**config.mk**
```make
export PLATFORM = sky130hd
export DESIGN_NAME = ifm_bram_loader
export DESIGN_NICKNAME = d
export VERILOG_FILES = /design/src/rtl/ifm_loader_pkg.sv /design/src/rtl/ifm_word_packer.sv /design/src/rtl/ifm_bram_loader.sv
export SDC_FILE = /design/constraint.sdc
export NUM_CORES = 1
export LEC_CHECK = 0
export BUFFER_PORTS_ARGS = -buffer_cell sky130_fd_sc_hd__buf_2
export CORE_UTILIZATION = 49
export CTS_BUF_LIST = sky130_fd_sc_hd__clkbuf_4
export CTS_CLUSTER_SIZE = 14
export DETAILED_ROUTE_END_ITERATION = 10
export GPL_TIMING_DRIVEN = 0
export PLACE_DENSITY = 0.72
export SYNTH_ARGS = -nofsm -noshare
export SYNTH_HDL_FRONTEND = slang
export SYNTH_HIERARCHICAL = 1
export SYNTH_SLANG_ARGS = --single-unit
```
**constraint.sdc**
```tcl
create_clock -name clk -period 15.4 [get_ports clk]
set_input_delay 0.77 -clock clk [delete_from_list [all_inputs] [get_ports clk]]
set_output_delay 0.77 -clock clk [all_outputs]
set_load 0.005 [all_outputs]
```
**src/rtl/ifm_loader_pkg.sv**
```systemverilog
// Shared constants and state encoding for the layer00 IFM BRAM loader.
// Optional build macro: IFM_CHECKSUM_EN (adds a pixel checksum output).
package ifm_loader_pkg;

  localparam int NUM_BANKS    = 16;
  localparam int BANK_DEPTH   = 128;
  localparam int ADDR_W       = 9;
  localparam int PIX_W        = 32;
  localparam int PIX_PER_WORD = 4;
  localparam int DATA_W       = PIX_W * PIX_PER_WORD;
  localparam int BIAS_W       = 16;
  localparam int NUM_BIAS     = 4;
  localparam int CNT_W        = 2;
  localparam int TOTAL_BEATS  = NUM_BANKS * BANK_DEPTH * PIX_PER_WORD;

  typedef enum logic [1:0] {
    ST_IDLE,
    ST_LOAD_IFM,
    ST_LOAD_BIAS,
    ST_DONE
  } state_e;

endpackage

```
**src/rtl/ifm_word_packer.sv**
```systemverilog
// Packs 4 x 32-bit pixel beats into one 128-bit word, first beat in [31:0].
// Emits a one-cycle registered write-valid alongside the packed word.
module ifm_word_packer
  import ifm_loader_pkg::*;
(
  input  logic              clk,
  input  logic              rst,
  input  logic              clear_i,
  input  logic              beat_i,
  input  logic [PIX_W-1:0]  data_i,
  output logic              last_o,
  output logic              wr_vld_o,
  output logic [DATA_W-1:0] word_o
);

  logic [CNT_W-1:0]        cnt_q;
  logic [DATA_W-PIX_W-1:0] acc_q;
  logic [DATA_W-1:0]       word_q;
  logic                    vld_q;

  assign last_o   = beat_i && (cnt_q == CNT_W'(PIX_PER_WORD - 1));
  assign wr_vld_o = vld_q;
  assign word_o   = word_q;

  // Beats shift in from the top so the oldest ends up in the low lane.
  always_ff @(posedge clk or posedge rst) begin
    if (rst) begin
      cnt_q  <= '0;
      acc_q  <= '0;
      word_q <= '0;
      vld_q  <= 1'b0;
    end else begin
      vld_q <= last_o && !clear_i;
      if (clear_i) begin
        cnt_q <= '0;
        acc_q <= '0;
      end else if (beat_i) begin
        cnt_q <= cnt_q + CNT_W'(1);
        if (last_o) begin
          word_q <= {data_i, acc_q};
        end else begin
          acc_q <= {data_i, acc_q[DATA_W-PIX_W-1:PIX_W]};
        end
      end
    end
  end

endmodule

```
**src/rtl/ifm_bram_loader.sv**
```systemverilog
// Streams IFM pixels into layer00's 16 BRAM banks, captures biases, starts layer00.
// Optional build macro: IFM_CHECKSUM_EN adds oChecksum (sum of accepted pixels).
module ifm_bram_loader
  import ifm_loader_pkg::*;
(
  input  logic                 clk,
  input  logic                 rst,
  input  logic                 iLoadStart,
  input  logic                 iPixValid,
  input  logic [PIX_W-1:0]     iPixData,
  output logic                 oPixReady,
  input  logic                 iBiasValid,
  input  logic [BIAS_W-1:0]    iBiasData,
  output logic                 oBiasReady,
  output logic [NUM_BANKS-1:0] o_ena,
  output logic [NUM_BANKS-1:0] o_wea,
  output logic [ADDR_W-1:0]    o_addra,
  output logic [DATA_W-1:0]    o_dia,
  output logic [BIAS_W-1:0]    oBias0,
  output logic [BIAS_W-1:0]    oBias1,
  output logic [BIAS_W-1:0]    oBias2,
  output logic [BIAS_W-1:0]    oBias3,
`ifdef IFM_CHECKSUM_EN
  output logic [31:0]          oChecksum,
`endif
  output logic                 oStart,
  output logic                 oBusy
);

  state_e                 state_q;
  logic                   pix_rdy_q;
  logic                   bias_rdy_q;
  logic                   busy_q;
  logic                   start_q;
  logic                   fin_q;
  logic [NUM_BANKS-1:0]   bank_q;
  logic [ADDR_W-1:0]      addr_q;
  logic [NUM_BANKS-1:0]   ena_q;
  logic [ADDR_W-1:0]      addra_q;
  logic [CNT_W-1:0]       bidx_q;
  logic [BIAS_W-1:0]      bias_q [NUM_BIAS];

  logic                   pix_acc;
  logic                   bias_acc;
  logic                   start_ok;
  logic                   pk_last;
  logic                   pk_vld;
  logic                   addr_end;
  logic                   last_word;

  assign pix_acc   = iPixValid && pix_rdy_q;
  assign bias_acc  = iBiasValid && bias_rdy_q;
  assign start_ok  = iLoadStart &&
                     (state_q == ST_IDLE || state_q == ST_DONE);
  assign addr_end  = (addr_q == ADDR_W'(BANK_DEPTH - 1));
  assign last_word = bank_q[NUM_BANKS-1] && addr_end;

  ifm_word_packer u_packer (
    .clk      (clk),
    .rst      (rst),
    .clear_i  (start_ok),
    .beat_i   (pix_acc),
    .data_i   (iPixData),
    .last_o   (pk_last),
    .wr_vld_o (pk_vld),
    .word_o   (o_dia)
  );

  always_ff @(posedge clk or posedge rst) begin
    if (rst) begin
      state_q    <= ST_IDLE;
      pix_rdy_q  <= 1'b0;
      bias_rdy_q <= 1'b0;
      busy_q     <= 1'b0;
      start_q    <= 1'b0;
      fin_q      <= 1'b0;
      bank_q     <= '0;
      addr_q     <= '0;
      ena_q      <= '0;
      addra_q    <= '0;
      bidx_q     <= '0;
      for (int i = 0; i < NUM_BIAS; i++) bias_q[i] <= '0;
    end else begin
      ena_q <= '0;
      // Latch the write target on the 4th beat; it is driven with the word.
      if (pk_last) begin
        ena_q   <= bank_q;
        addra_q <= addr_q;
        if (addr_end) begin
          addr_q <= '0;
          bank_q <= {bank_q[NUM_BANKS-2:0], 1'b0};
        end else begin
          addr_q <= addr_q + ADDR_W'(1);
        end
        if (last_word) begin
          pix_rdy_q <= 1'b0;
          fin_q     <= 1'b1;
        end
      end
      unique case (state_q)
        ST_IDLE, ST_DONE: begin
          if (iLoadStart) begin
            state_q   <= ST_LOAD_IFM;
            pix_rdy_q <= 1'b1;
            busy_q    <= 1'b1;
            start_q   <= 1'b0;
            fin_q     <= 1'b0;
            bank_q    <= NUM_BANKS'(1);
            addr_q    <= '0;
            bidx_q    <= '0;
          end
        end
        ST_LOAD_IFM: begin
          if (fin_q) begin
            state_q    <= ST_LOAD_BIAS;
            fin_q      <= 1'b0;
            bias_rdy_q <= 1'b1;
            bidx_q     <= '0;
          end
        end
        ST_LOAD_BIAS: begin
          if (bias_acc) begin
            bias_q[bidx_q] <= iBiasData;
            bidx_q         <= bidx_q + CNT_W'(1);
            if (bidx_q == CNT_W'(NUM_BIAS - 1)) begin
              state_q    <= ST_DONE;
              bias_rdy_q <= 1'b0;
              busy_q     <= 1'b0;
              start_q    <= 1'b1;
            end
          end
        end
      endcase
    end
  end

`ifdef IFM_CHECKSUM_EN
  logic [31:0] csum_q;

  always_ff @(posedge clk or posedge rst) begin
    if (rst) begin
      csum_q <= '0;
    end else if (start_ok) begin
      csum_q <= '0;
    end else if (pix_acc) begin
      csum_q <= csum_q + 32'(iPixData);
    end
  end

  assign oChecksum = csum_q;
`endif

  assign oPixReady  = pix_rdy_q;
  assign oBiasReady = bias_rdy_q;
  assign o_ena      = pk_vld ? ena_q : '0;
  assign o_wea      = pk_vld ? ena_q : '0;
  assign o_addra    = addra_q;
  assign oBias0     = bias_q[0];
  assign oBias1     = bias_q[1];
  assign oBias2     = bias_q[2];
  assign oBias3     = bias_q[3];
  assign oStart     = start_q;
  assign oBusy      = busy_q;

endmodule

```
==> flow_summary.json <==
{
  "outcome": "finished clean",
  "finalClockSkew_ns": 0.06681,
  "synth_edf_count": 0,
  "synth_top_area_cell": "dfrtp_1",
  "cellPowerDensity_mw_per_mm2": 172.0,
  "cts-root-buf": "clkbuf_4",
  "grt_pass1_wl_um": 52140,
  "ant_nets": 0,
  "fin_util": 0.6089,
  "vias": 9481,
  "finalCritPeriodShare": 0.1859,
  "fmax_ghz": 0.3492,
  "nets": 1526,
  "syn_inst": 1079,
  "maxCapViolations": 0,
  "synth_top_area_share": 0.6115,
  "place_inst": 1754,
  "hold_viol": 0,
  "fillers": 2361,
  "fin_cells": 1914,
  "r2r.worst_path.cells": 9,
  "synth_ff_type": "dfrtp_1",
  "synth_fp_nets": 1141,
  "cts_resized": 0,
  "required_ns": 15.93,
  "core_area_mm2": 0.02870,
  "synth_area_mm2": 0.01432,
  "routed_via_density": 4.954,
  "htreeDepth": 3,
  "drv_slew": 0,
  "die_w_um": 173.0,
  "ys_ff_latch": 350,
  "fp.dieH_um": 173.0,
  "reg2reg_from": "state_q[0]",
  "synth.yosys.seq_area_share": 0.6115,
  "ys_warn_count": 6,
  "antenna_cells": 0,
  "place_hpwl_um": 22670,
  "row_count": 62,
  "tns_ns": 0,
  "initial_utilization": 0.4990,
  "rsz0062_at_grt": "no",
  "async_flop_share": 1.000,
  "io_buffers": 289,
  "path_clk_slew_ns": 0.07,
  "synth_area_per_cell_um2": 13.28,
  "drc": 0,
  "place_congestion": 0.7937,
  "leakage_nw": 9.478,
  "critPathSlowestCell": "clkbuf_1",
  "hold_ws_ns": 0.1816,
  "cts_buffer_depth": 3,
  "drive_gt1_frac": 0.4510,
  "worst_pin_slew_ns": 0.7532,
  "crit_chain": "inv_1, ha_1, nand2_1, buf_6, inv_1, buf_2, clkbuf_1, clkbuf_1, a21oi_1",
  "grt_pass1_vias": 10060,
  "grt_usage": 0.2193,
  "worst_hold_path_type": "in -> async",
  "grt_start_max_net_pins": 119,
  "dr.first_iter.drc_count": 431,
  "cp_slowest_stage_delay_ns": 0.57,
  "grt.overflow.total": 0,
  "cts_tree": "yes",
  "antenna_found_initial": 3,
  "clkSinkCount": 350,
  "p_total_w": 0.003005,
  "slew_headroom": 0.4979,
  "clock_latency_ns": 0.70,
  "setup_viol": 0,
  "drtPass1Iterations": 4,
  "cts_inserted_buffers": 92,
  "arrival_ns": 3.40,
  "synth.most_common_cell": "dfrtp_1",
  "postCtsSetupBuffers": 0,
  "syn2layout_area_growth_pct": 22.02,
  "ys_top_cells_by_count": "dfrtp_1, nand2_1, a21oi_1",
  "ios": 290,
  "wl_per_cell_um": 16.97,
  "cts_hold_buf": 0,
  "synthTopCellsByArea": "dfrtp_1, mux2_4, mux2_2",
  "worst_setup_path_end_kind": "flip-flop",
  "ys_types": 49,
  "ir_drop_mv": 0.09555,
  "crit_path_start_kind": "flip-flop",
  "crit_start": "state_q[0]",
  "worst-path-max-fanout": 10,
  "design.die.area_mm2": 0.02992,
  "worstSetupPathType": "reg -> reg",
  "drt_wl_total_um": 32480,
  "finalCriticalPeriod_ns": 2.863
}
[metrics by stage]
stage / cell area (um2) / setup WS [ns]
after floorplan: 14320 / 8.410
after global placement: 16250 / 6.064
after detailed placement: 16320 / 12.40
after CTS: 17480 / 12.50
after global routing: 17480 / 12.34
final: 17480 / 12.54
[kinds of logic (layout without fill, tap and decap cells)]
family | after synthesis | after routing | share of synthesized area
fa+ha+maj | 9 | 9 | 0.007862
flops | 350 | 350 | 0.6115
compound gates | 123 | 123 | 0.04630
xor+xnor | 5 | 5 | 0.003058
mux | 219 | 219 | 0.1950
buf+inv | 91 | 542 | 0.04796
simple gates | 282 | 282 | 0.08840
[sequential cells by signal, indices dropped and copies added, names as in the netlist]
signal,flops
addr_q,9
bank_q,16
bidx_q,2
ena_q,16
fin_q,1
oBias0,16
oBias1,16
oBias2,16
oBias3,16
oBiasReady,1
oBusy,1
oPixReady,1
oStart,1
o_addra,9
state_q,2
u_packer/acc_q,96
u_packer/cnt_q,2
u_packer/word_o,128
u_packer/wr_vld_o,1
[report_power, final]
part           internal, W  switching (W)
combinational     0.000433       0.000382
sequential         0.00121       0.000189
clock             0.000424       0.000370
[critical path, delay by kind of cell (launching register included)]
kind	cells	cell delay, ns
compound gates	1	0.09
fa+ha+maj	1	0.35
buf+inv	6	1.78
flops	1	0.38
simple gates	1	0.11
[layout make-up]
class / count / area, um2 / share of cell area
plain buffers: 77 / 634.4 / 0.03629
clock buffers: 131 / 983.4 / 0.05627
clock inverters: 29 / 176.4 / 0.01009
inverters: 14 / 65.06 / 0.003723
multi-input cells: 638 / 4878 / 0.2791
flip-flops and latches: 350 / 8758 / 0.5011
well taps: 384 / 480.5 / 0.02749
repair buffers: 291 / 1501 / 0.08590
[routing by layer]
layer | track usage | vias up | share of wire
met3 | 0.07036 | 58 | 0.074
met2 | 0.3653 | 301 | 0.49
met5 | 0 | - | 0.0011
met4 | 0.07375 | 6 | 0.019
li1 | - | 4445 | -
met1 | 0.2699 | 4671 | 0.42
[worst paths after layout]
path,to,slack (ns)
max,u_packer/acc_q[11],12.54
min in group clk,u_packer/word_o[98],0.30
min,addr_q[4],0.18
min reg2reg,u_packer/word_o[92],0.48
max in group asynchronous,u_packer/acc_q[74],14.11
max reg2reg,u_packer/acc_q[11],12.54
[cells in the final DEF (no fill, tap or decap), types with 4 or more instances in the layout]
cell,count
buf_4,19
mux2_1,9
mux2_2,99
mux2_4,93
buf_12,10
nand2_4,4
inv_1,11
nor2_1,8
and2_1,34
mux2i_1,18
ha_1,9
buf_6,10
a21oi_1,102
nand2_1,211
nand3_1,4
clkbuf_4,131
clkbuf_1,22
buf_2,302
o21ai_0,6
dfrtp_1,350
clkinv_1,22
Note: power is estimated with default switching activity, not from simulation.
